$ cat config.mk
export PLATFORM = sky130hd
export DESIGN_NAME = count_stream_monitor_flat
export DESIGN_NICKNAME = d
export VERILOG_FILES = /design/src/rtl/count_stream_monitor_pkg.sv /design/src/rtl/count_stream_monitor_if.sv /design/src/rtl/count_stream_monitor_sat_counter.sv /design/src/rtl/count_stream_monitor.sv /design/src/flat_wrapper.sv
export SDC_FILE = /design/constraint.sdc
export NUM_CORES = 1
export LEC_CHECK = 0
export CAP_MARGIN = 20
export CORE_AREA = 2 2 91 93
export CTS_CLUSTER_DIAMETER = 30
export DETAILED_ROUTE_END_ITERATION = 10
export DIE_AREA = 0 0 93 95
export PLACE_DENSITY = 0.53
export SLEW_MARGIN = 20
export SYNTH_ARGS = -nofsm -noshare
export SYNTH_HDL_FRONTEND = slang
export SYNTH_HIERARCHICAL = 1
export SYNTH_SLANG_ARGS = --single-unit
export TNS_END_PERCENT = 100
$ cat constraint.sdc
create_clock -name clk -period 2.97 [get_ports clk]
set_input_delay 0.594 -clock clk [delete_from_list [all_inputs] [get_ports clk]]
set_output_delay 0.594 -clock clk [all_outputs]
set_load 0.01 [all_outputs]
$ cat src/rtl/count_stream_monitor_pkg.sv
// Shared types and constants for the 4-bit wrap-counter stream monitor.
package count_pkg;

  localparam int NUM_W = 4;
  localparam logic [NUM_W-1:0] NUM_MAX = 4'd15;

  typedef enum logic [1:0] {
    IDLE  = 2'd0,
    PRIME = 2'd1,
    RUN   = 2'd2
  } state_t;

  function automatic logic [NUM_W-1:0] next_num(input logic [NUM_W-1:0] n);
    return n + NUM_W'(1);
  endfunction

endpackage

$ cat src/rtl/count_stream_monitor_if.sv
// Sampled counter stream plus valid/ready statistics report.
// COUNT_STREAM_MONITOR_LAST_JUMP_EN adds the last-jump capture fields.
interface count_stream_monitor_if
  import count_pkg::*;
#(
  parameter int CNT_W = 8
);

  logic [NUM_W-1:0] number;
  logic             zero;
  logic             en;
  logic             rpt_ready;
  logic             rpt_valid;
  logic [CNT_W-1:0] rpt_wraps;
  logic [CNT_W-1:0] rpt_jumps;
  logic             rpt_zero_err;
  logic             rpt_overrun;
`ifdef COUNT_STREAM_MONITOR_LAST_JUMP_EN
  logic [NUM_W-1:0] rpt_jump_from;
  logic [NUM_W-1:0] rpt_jump_to;
`endif

  // Monitor side: consumes the stream, produces the report.
  modport master (
    input  number, zero, en, rpt_ready,
`ifdef COUNT_STREAM_MONITOR_LAST_JUMP_EN
    output rpt_jump_from, rpt_jump_to,
`endif
    output rpt_valid, rpt_wraps, rpt_jumps, rpt_zero_err, rpt_overrun
  );

  modport slave (
    output number, zero, en, rpt_ready,
`ifdef COUNT_STREAM_MONITOR_LAST_JUMP_EN
    input  rpt_jump_from, rpt_jump_to,
`endif
    input  rpt_valid, rpt_wraps, rpt_jumps, rpt_zero_err, rpt_overrun
  );

endinterface

$ cat src/rtl/count_stream_monitor_sat_counter.sv
// Saturating event counter; count_inc is the value including this cycle's increment.
module sat_counter #(
  parameter int CNT_W = 8
) (
  input  logic             clk,
  input  logic             rst,
  input  logic             inc,
  input  logic             clr,
  output logic [CNT_W-1:0] count_inc
);

  logic [CNT_W-1:0] count_p0;

  function automatic logic [CNT_W-1:0] sat_inc(input logic [CNT_W-1:0] v, input logic step);
    if (step && (v != {CNT_W{1'b1}})) return v + CNT_W'(1);
    return v;
  endfunction

  assign count_inc = sat_inc(count_p0, inc);

  always_ff @(posedge clk) begin
    if (rst || clr) count_p0 <= '0;
    else            count_p0 <= count_inc;
  end

endmodule

$ cat src/rtl/count_stream_monitor.sv
// Checks the wrap counter's (number, zero) stream and reports per-window statistics.
// Define COUNT_STREAM_MONITOR_LAST_JUMP_EN to also report the last jump's endpoints.
module count_stream_monitor
  import count_pkg::*;
#(
  parameter int WINDOW = 64,
  parameter int CNT_W  = 8
) (
  input logic                    clk,
  input logic                    rst,
  count_stream_monitor_if.master mon
);

  localparam int WIN_W = $clog2(WINDOW);
  localparam logic [WIN_W-1:0] WIN_LAST = WIN_W'(WINDOW - 1);

  state_t           state_q, state_nxt;
  logic [NUM_W-1:0] prev_num_p0;
  logic [WIN_W-1:0] win_cnt_p0;
  logic             zerr_p0, ovr_p0;
  logic [NUM_W-1:0] expected_num;
  logic             do_run, win_end, wrap_ev, jump_ev, zerr_ev, rpt_load, rpt_drop;
  logic [CNT_W-1:0] wraps_snap, jumps_snap;

  logic             rpt_vld_p1;
  logic [CNT_W-1:0] rpt_wraps_p1, rpt_jumps_p1;
  logic             rpt_zerr_p1, rpt_ovr_p1;

  always_ff @(posedge clk) begin
    if (rst) state_q <= IDLE;
    else     state_q <= state_nxt;
  end

  always_comb begin
    state_nxt = state_q;
    if (mon.en) begin
      case (state_q)
        IDLE:    state_nxt = PRIME;
        PRIME:   state_nxt = RUN;
        default: state_nxt = RUN;
      endcase
    end
  end

  // The enabled sample that leaves IDLE is the priming sample: it seeds prev_num
  // and opens window cycle 0 without a continuity check.
  always_comb begin
    expected_num = next_num(prev_num_p0);
    do_run       = mon.en && (state_q != IDLE);
    wrap_ev      = do_run && (mon.number == expected_num) && (prev_num_p0 == NUM_MAX);
    jump_ev      = do_run && (mon.number != expected_num);
    zerr_ev      = mon.en && (mon.zero != (mon.number == '0));
    win_end      = mon.en && (win_cnt_p0 == WIN_LAST);
    rpt_load     = win_end && (!rpt_vld_p1 || mon.rpt_ready);
    rpt_drop     = win_end && rpt_vld_p1 && !mon.rpt_ready;
  end

  sat_counter #(.CNT_W(CNT_W)) u_wraps (
    .clk(clk), .rst(rst), .inc(wrap_ev), .clr(win_end), .count_inc(wraps_snap)
  );

  sat_counter #(.CNT_W(CNT_W)) u_jumps (
    .clk(clk), .rst(rst), .inc(jump_ev), .clr(win_end), .count_inc(jumps_snap)
  );

  // Stage p0: window accumulation
  always_ff @(posedge clk) begin
    if (rst) begin
      prev_num_p0 <= '0;
      win_cnt_p0  <= '0;
      zerr_p0     <= 1'b0;
      ovr_p0      <= 1'b0;
    end else begin
      if (mon.en) begin
        prev_num_p0 <= mon.number;
        win_cnt_p0  <= win_end ? '0 : win_cnt_p0 + WIN_W'(1);
        zerr_p0     <= win_end ? 1'b0 : (zerr_p0 | zerr_ev);
      end
      if (rpt_drop)      ovr_p0 <= 1'b1;
      else if (rpt_load) ovr_p0 <= 1'b0;
    end
  end

  // Stage p1: report register, held while valid and not accepted
  always_ff @(posedge clk) begin
    if (rst) begin
      rpt_vld_p1   <= 1'b0;
      rpt_wraps_p1 <= '0;
      rpt_jumps_p1 <= '0;
      rpt_zerr_p1  <= 1'b0;
      rpt_ovr_p1   <= 1'b0;
    end else if (rpt_load) begin
      rpt_vld_p1   <= 1'b1;
      rpt_wraps_p1 <= wraps_snap;
      rpt_jumps_p1 <= jumps_snap;
      rpt_zerr_p1  <= zerr_p0 | zerr_ev;
      rpt_ovr_p1   <= ovr_p0;
    end else if (rpt_vld_p1 && mon.rpt_ready) begin
      rpt_vld_p1   <= 1'b0;
    end
  end

  assign mon.rpt_valid    = rpt_vld_p1;
  assign mon.rpt_wraps    = rpt_wraps_p1;
  assign mon.rpt_jumps    = rpt_jumps_p1;
  assign mon.rpt_zero_err = rpt_zerr_p1;
  assign mon.rpt_overrun  = rpt_ovr_p1;

`ifdef COUNT_STREAM_MONITOR_LAST_JUMP_EN
  logic [NUM_W-1:0] jfrom_p0, jto_p0, rpt_jfrom_p1, rpt_jto_p1;

  // Stage p0: last jump in the current window
  always_ff @(posedge clk) begin
    if (rst || win_end) begin
      jfrom_p0 <= '0;
      jto_p0   <= '0;
    end else if (jump_ev) begin
      jfrom_p0 <= prev_num_p0;
      jto_p0   <= mon.number;
    end
  end

  // Stage p1: jump endpoints follow the report load
  always_ff @(posedge clk) begin
    if (rst) begin
      rpt_jfrom_p1 <= '0;
      rpt_jto_p1   <= '0;
    end else if (rpt_load) begin
      rpt_jfrom_p1 <= jump_ev ? prev_num_p0 : jfrom_p0;
      rpt_jto_p1   <= jump_ev ? mon.number  : jto_p0;
    end
  end

  assign mon.rpt_jump_from = rpt_jfrom_p1;
  assign mon.rpt_jump_to   = rpt_jto_p1;
`endif

endmodule

$ cat src/flat_wrapper.sv
// flat-port wrapper written by rule: the top's interface ports become plain ports
module count_stream_monitor_flat import count_pkg::*;
#(
  parameter int WINDOW = 64,
  parameter int CNT_W  = 8
)
  (clk, rst, mon_number, mon_zero, mon_en, mon_rpt_ready, mon_rpt_valid, mon_rpt_wraps, mon_rpt_jumps, mon_rpt_zero_err, mon_rpt_overrun);
  count_stream_monitor_if #(.CNT_W(CNT_W)) mon_i ();
  input logic clk;
  input logic rst;
  input wire logic [$bits(mon_i.number)-1:0] mon_number;
  input wire logic [$bits(mon_i.zero)-1:0] mon_zero;
  input wire logic [$bits(mon_i.en)-1:0] mon_en;
  input wire logic [$bits(mon_i.rpt_ready)-1:0] mon_rpt_ready;
  output wire logic [$bits(mon_i.rpt_valid)-1:0] mon_rpt_valid;
  output wire logic [$bits(mon_i.rpt_wraps)-1:0] mon_rpt_wraps;
  output wire logic [$bits(mon_i.rpt_jumps)-1:0] mon_rpt_jumps;
  output wire logic [$bits(mon_i.rpt_zero_err)-1:0] mon_rpt_zero_err;
  output wire logic [$bits(mon_i.rpt_overrun)-1:0] mon_rpt_overrun;
  assign mon_i.number = mon_number;
  assign mon_i.zero = mon_zero;
  assign mon_i.en = mon_en;
  assign mon_i.rpt_ready = mon_rpt_ready;
  assign mon_rpt_valid = mon_i.rpt_valid;
  assign mon_rpt_wraps = mon_i.rpt_wraps;
  assign mon_rpt_jumps = mon_i.rpt_jumps;
  assign mon_rpt_zero_err = mon_i.rpt_zero_err;
  assign mon_rpt_overrun = mon_i.rpt_overrun;
  count_stream_monitor #(.WINDOW(WINDOW), .CNT_W(CNT_W)) u_core (.clk(clk), .rst(rst), .mon(mon_i));
endmodule
==> results of run 1 <==
flip-flops by register name (all words and copies together) (netlist names):
register,count
u_core/mon.rpt_jumps,8
u_core/prev_num_p0,4
u_core/u_jumps/count_p0,8
u_core/mon.rpt_zero_err,1
u_core/win_cnt_p0,6
u_core/u_wraps/count_p0,8
u_core/ovr_p0,1
u_core/mon.rpt_valid,1
u_core/mon.rpt_overrun,1
u_core/zerr_p0,1
u_core/state_q,2
u_core/mon.rpt_wraps,8
stage by stage:
stage               power, W  setup TNS [ns]  cell area (sq um)  utilization  setup WS (ns)
floorplan           0.000742               0               2370            -          0.536
global placement    0.000777               0               2850        0.360         0.0737
detailed placement  0.000778       -0.000398               2850        0.360      -0.000398
CTS                  0.00117               0               2930        0.370          0.323
global route         0.00121               0               2930        0.370          0.114
finish               0.00115               0               2930        0.370          0.379
final cells by class:
cell class                      count  share of cell area
Multi-Input combinational cell    184               0.454
Sequential cell                    49               0.334
Timing Repair Buffer               42               0.135
Tap cell                          105              0.0448
Clock buffer                        8              0.0273
Inverter                            4             0.00512
tightest hold or removal path: cells and delay by family, from the launching register on:
kind             cells  cell delay [ns]
DFF                  1             0.33
muxes                1             0.06
and+or+nand+nor      1             0.07
power breakdown:
group	leakage [nW]	switching (W)	internal (W)
Combinational	0.619	0.0000415	0.0000426
Clock	0.0395	0.000217	0.000168
Sequential	0.396	0.00000932	0.000667
cell usage in the layout (no fill, tap or decap), drive strengths merged, types with 8 or more instances in the layout:
| cell type | instances |
|---|---|
| a21oi | 15 |
| xor2 | 14 |
| a2111oi | 8 |
| clkdlybuf4s50 | 27 |
| mux2i | 32 |
| dfxtp | 49 |
| clkbuf | 8 |
| nand2 | 18 |
| buf | 15 |
| nor2 | 35 |
path summary, 6_finish.rpt:
| kind | end | depth (start not counted) |
|---|---|---|
| setup / recovery | u_core/mon.rpt_wraps[7]$_SDFFE_PP0P_ | 10 |
| hold / removal | u_core/ovr_p0$_SDFFE_PP0P_ | 2 |
| setup reg to reg | u_core/mon.rpt_wraps[7]$_SDFFE_PP0P_ | 9 |
| hold reg to reg | u_core/ovr_p0$_SDFFE_PP0P_ | 2 |
layer usage:
layer | part of all wire | wire length (um) | track usage
met1 | 0.51 | 2500 | 0.158
met2 | 0.46 | 2250 | 0.199
met3 | 0.029 | 144 | 0.0319
met4 | 0.0083 | 41 | 0.0368
met5 | 0 | 0 | 0
cell families (layout without fill, tap and decap cells):
group / count (synthesis) / count (layout)
buf+inv: 11 / 54
flops: 49 / 49
simple gates: 93 / 93
mux: 34 / 34
compound gates: 34 / 34
xor+xnor: 19 / 19
fa+ha+maj: 4 / 4
==> impl_metrics.csv, run 1 <==
group,metric,value,unit
global_route,grt_pass1_vias,1812,
critical_path,slowest_delay,0.52,ns
critical_path,required,3.16,ns
yosys,synth_async_sr_flop_share,0,
clock_tree,cts_setup_buffers,0,
clock_tree,cts.repair.resized,0,
clock_tree,clkSinkCount,49,
sta,fin_skew,0.00504,ns
yosys,synth_cell_types,40,
yosys,syn_area_per_cell,9.70,sq um
sta,rsz0062_at_grt,"false",
global_route,gr-usage-all-layers,0.122,
floorplan,die_x,93,um
yosys,yosys.area_share.simple,0.205,
clock_tree,htreeDepth,2,
yosys,yosysTopAreaCell,"dfxtp_1",
critical_path,cp-start-kind,"input pin",
yosys,syn_nets,257,
cells_and_area,num_antenna_cells,0,
yosys,netlist_instances,244,
critical_path,crit_arrival,2.78,ns
critical_path,timing.critical_path.buf_inv,1,
critical_path,cp_slowest_cell,"clkdlybuf4s50_1",
worst_hold_path,min-delay-start,"u_core/ovr_p0$_SDFFE_PP0P_",
route,wl,4930,um
yosys,synth_seq_area_share,0.415,
placement,gp_congestion,0.729,
clock_tree,clock_latency,0.30,ns
placement,io_buffers,27,
route,ant_nets,0,
clock_tree,clock-root-buffer,"clkbuf_8",
floorplan,row_count,33,
cells_and_area,seqCellArea,981,sq um
placement,place_inst,384,
route,wl_per_cell,12.6,um
cells_and_area,fill_cells,848,
critical_path,cp-startpoint,"mon_number[3]",
clock_tree,clkTransAtPathRegs,0.08,ns
yosys,synth_warnings,6,
critical_path,crit_family,"simple AND/OR/NAND/NOR gates",
sta,period_minus_slack,2.59,ns
yosys,synth_fa_ha_area_frac,0.0212,
cells_and_area,final_cells,392,
yosys,synth_edf_count,0,
yosys,synth-seq-cells,49,
yosys,muxShareOfSynthArea,0.145,
sta,relSlewSlack,0.625,
yosys,synth_top_cell_area_share,0.415,
cells_and_area,multi_input_area,0.00133,sq mm
sta,slew_violations,0,
critical_path,cp_max_fo,3,
critical_path,reg2reg_slack,0.65,ns
floorplan,fp.dieH,95,um
clock_tree,numCtsBuffers,5,
critical_path,critPathCaptureType,"register",
route,num_vias,1809,
placement,dpl.hpwl,3560,um
clock_tree,cts_tree,"built",
power_and_ir_drop,p_per_area,391,mW/mm^2
cells_and_area,fin_nets,299,
cells_and_area,area_growth,24.0,%
global_route,grt_pass1_wl,8520,um
route,post-route-drc-count,0,
clock_tree,cts_buffer_depth,2,
critical_path,crit_type,"input pin to register",
yosys,synth_top_family_by_area,"simple AND/OR/NAND/NOR gates",
critical_path,cp_cell_sequence,"clkdlybuf4s50_1 > xnor2_1 > xnor2_1 > nand3_1 > nor3_1 > nand4_1 > a2111oi_1 > a21oi_1 > mux2i_1 > nor2_1",
route,drtPass1Iterations,4,
sta,setup_violations,0,
yosys,yosys-top-cells-count,"dfxtp_1 (49), nor2_1 (33), mux2i_1 (32), nand2_1 (18), a21oi_1 (15)",
sta,tightest_slew,0.561,ns
route,via_per_inst,4.61,
floorplan,pin_count,28,
run,drv_cap,0,
critical_path,path_common_cell,"xnor2_1",
sta,fmax,0.386,GHz
cells_and_area,drive_gt1_frac,0.146,
floorplan,coreArea,0.00793,sq mm
power_and_ir_drop,max-vdd-ir-drop,0.245,mV
floorplan,die_area,0.00884,sq mm
yosys,ys.flop_type,"dfxtp_1",
yosys,yosysMostFrequentCell,"dfxtp_1",
clock_tree,cts_hold_buf,0,
route,dr.first_iter.drc_count,88,
global_route,grt_max_degree,37,
status,run_status,"finished, final reports clean",
power_and_ir_drop,p_leak,1.05,nW
global_route,overflow,0,
yosys,synthTopCellsByArea,"dfxtp_1 (41%), mux2i_1 (14%), nor2_1 (5.2%)",
global_route,antenna_found_initial,0,
yosys,synth_compound_area_frac,0.118,
yosys,synth_xor_area_frac,0.0703,
sta,min_period_over_period,0.872,
sta,hold_ws,0.501,ns
sta,hold_viol,0,
worst_hold_path,hp-class,"register to register",
yosys,synth_area,0.00237,sq mm
critical_path,r2r-start,"u_core/prev_num_p0[0]$_SDFFE_PP0P_",
floorplan,initial_core_util,0.298,
Note: power is estimated with default switching activity, not from simulation.
==> inputs of run 2 (changes only) <==
- MAX_ROUTING_LAYER: unset -> met4
==> impl_metrics.csv, run 2 (synthesis gave the netlist of run 1 again) <==
group,metric,value,unit
sta,setup_violations,0,
status,run_status,"finished, final reports clean",
critical_path,cp_num_cells,11,
critical_path,timing.critical_path.buf_inv,2,
sta,relSlewSlack,0.625,
placement,io_buffers,27,
placement,placed_cell_area,0.00285,sq mm
clock_tree,clkTransAtPathRegs,0.09,ns
worst_hold_path,min-delay-start,"u_core/ovr_p0$_SDFFE_PP0P_",
critical_path,crit_family,"simple AND/OR/NAND/NOR gates",
run,drv_cap,0,
critical_path,path_common_cell,"xnor2_1",
global_route,grt_pass1_vias,1810,
floorplan,die_area,0.00884,sq mm
worst_hold_path,min_path_cells,2,
sta,tightest_slew,0.560,ns
route,via_per_inst,4.62,
route,wl_per_cell,12.6,um
critical_path,cp_cell_sequence,"clkdlybuf4s50_1 > xnor2_1 > xnor2_1 > nand3_1 > nor3_1 > buf_4 > and3_1 > nor4b_1 > a21oi_1 > mux2i_1 > nor2_1",
critical_path,crit_type,"input pin to register",
cells_and_area,fin_nets,299,
cells_and_area,layout_commonest_cell,"dfxtp_1",
sta,fmax,0.384,GHz
critical_path,slowest_delay,0.52,ns
worst_hold_path,hp-class,"register to register",
clock_tree,numCtsBuffers,5,
route,dr.first_iter.drc_count,89,
route,drtPass1Iterations,4,
route,post-route-drc-count,0,
cells_and_area,design_area,0.00293,sq mm
cells_and_area,final_util,0.370,
worst_hold_path,hold_end,"u_core/ovr_p0$_SDFFE_PP0P_",
sta,rsz0062_at_grt,"false",
global_route,overflow,0,
sta,fin_ws,0.366,ns
placement,dp_slack,-0.000398,ns
sta,min_period_over_period,0.877,
clock_tree,clock_latency,0.30,ns
critical_path,critPathCaptureType,"register",
sta,slew_violations,0,
critical_path,required,3.15,ns
clock_tree,cts_hold_buf,0,
route,wl,4940,um
critical_path,r2r_cells,10,
sta,hold_viol,0,
global_route,grt_max_degree,37,
clock_tree,htreeDepth,2,
power_and_ir_drop,p_per_area,392,mW/mm^2
clock_tree,cts_buffer_depth,2,
sta,hold_ws,0.501,ns
route,ant_nets,0,
clock_tree,cts.repair.resized,0,
placement,dpl.hpwl,3560,um
floorplan,fp.dieH,95,um
power_and_ir_drop,p_leak,1.05,nW
floorplan,pin_count,28,
critical_path,cp-startpoint,"mon_number[3]",
floorplan,coreArea,0.00793,sq mm
critical_path,cp_max_fo,4,
critical_path,cp_slowest_cell,"clkdlybuf4s50_1",
critical_path,reg2reg_slack,0.63,ns
critical_path,r2r-start,"u_core/prev_num_p0[0]$_SDFFE_PP0P_",
critical_path,worst_r2r_endpoint,"u_core/mon.rpt_wraps[6]$_SDFFE_PP0P_",
power_and_ir_drop,max-vdd-ir-drop,0.250,mV
global_route,gr-usage-all-layers,0.125,
clock_tree,cts_tree,"built",
critical_path,crit_arrival,2.78,ns
cells_and_area,layout_common_cells,"dfxtp_1 (49), nor2_1 (33), mux2i_1 (32)",
clock_tree,clkSinkCount,49,
clock_tree,clock-root-buffer,"clkbuf_8",
route,num_vias,1812,
global_route,grt_pass1_wl,8510,um
floorplan,initial_core_util,0.298,
placement,gp_congestion,0.738,
floorplan,row_count,33,
sta,fin_skew,0.00498,ns
critical_path,cp-start-kind,"input pin",
power_and_ir_drop,p_total,0.00115,W
cells_and_area,drive_gt1_frac,0.146,
cells_and_area,num_antenna_cells,0,
global_route,antenna_found_initial,0,
cells_and_area,area_growth,24.0,%
floorplan,die_x,93,um
sta,period_minus_slack,2.60,ns
clock_tree,cts_setup_buffers,0,
run 2: routing by layer:
| metal | vias up | GRT usage | wire (um) |
|---|---|---|---|
| met5 | - | - | 0 |
| li1 | 964 | - | - |
| met3 | 4 | 0.0239 | 130 |
| met2 | 16 | 0.199 | 2230 |
| met1 | 828 | 0.158 | 2520 |
| met4 | 0 | 0.0441 | 64 |
run 2: cell type report:
class,count,area (sq um)
Fill cell,848,4990
Multi-Input combinational cell,184,1330
Sequential cell,49,981
Timing Repair Buffer,42,395
Tap cell,105,131
Clock buffer,8,80.1
Inverter,4,15.0
run 2: worst min-delay path, cell delays in order, from the launching register on:
cell and delay, ns:
dfxtp_1 0.33, mux2i_1 0.06, nor2_1 0.07
run 2: worst max-delay path by stage:
| stage | slack (ns) | to |
|---|---|---|
| floorplan | 0.54 | u_core/mon.rpt_wraps[7]$_SDFFE_PP0P_ |
| global placement | 0.07 | u_core/u_wraps/count_p0[6]$_SDFF_PP0_ |
| detailed placement | -0.0004 | u_core/mon.rpt_wraps[7]$_SDFFE_PP0P_ |
| CTS | 0.32 | u_core/mon.rpt_wraps[7]$_SDFFE_PP0P_ |
| global route | 0.11 | u_core/mon.rpt_wraps[6]$_SDFFE_PP0P_ |
| finish | 0.37 | u_core/mon.rpt_wraps[6]$_SDFFE_PP0P_ |
run 2: power by group:
| part | internal (W) | total, W | switching, W |
|---|---|---|---|
| combinational | 0.0000426 | 0.0000842 | 0.0000416 |
| sequential | 0.000667 | 0.000676 | 0.00000925 |
| clock | 0.000168 | 0.000389 | 0.000221 |
| total | 0.000878 | 0.00115 | 0.000272 |
run 2: metrics by stage:
stage,cells,TNS [ns]
after floorplan,244,0
after global placement,384,0
after detailed placement,384,-0.000398
after CTS,392,0
after global routing,392,0
final,392,0
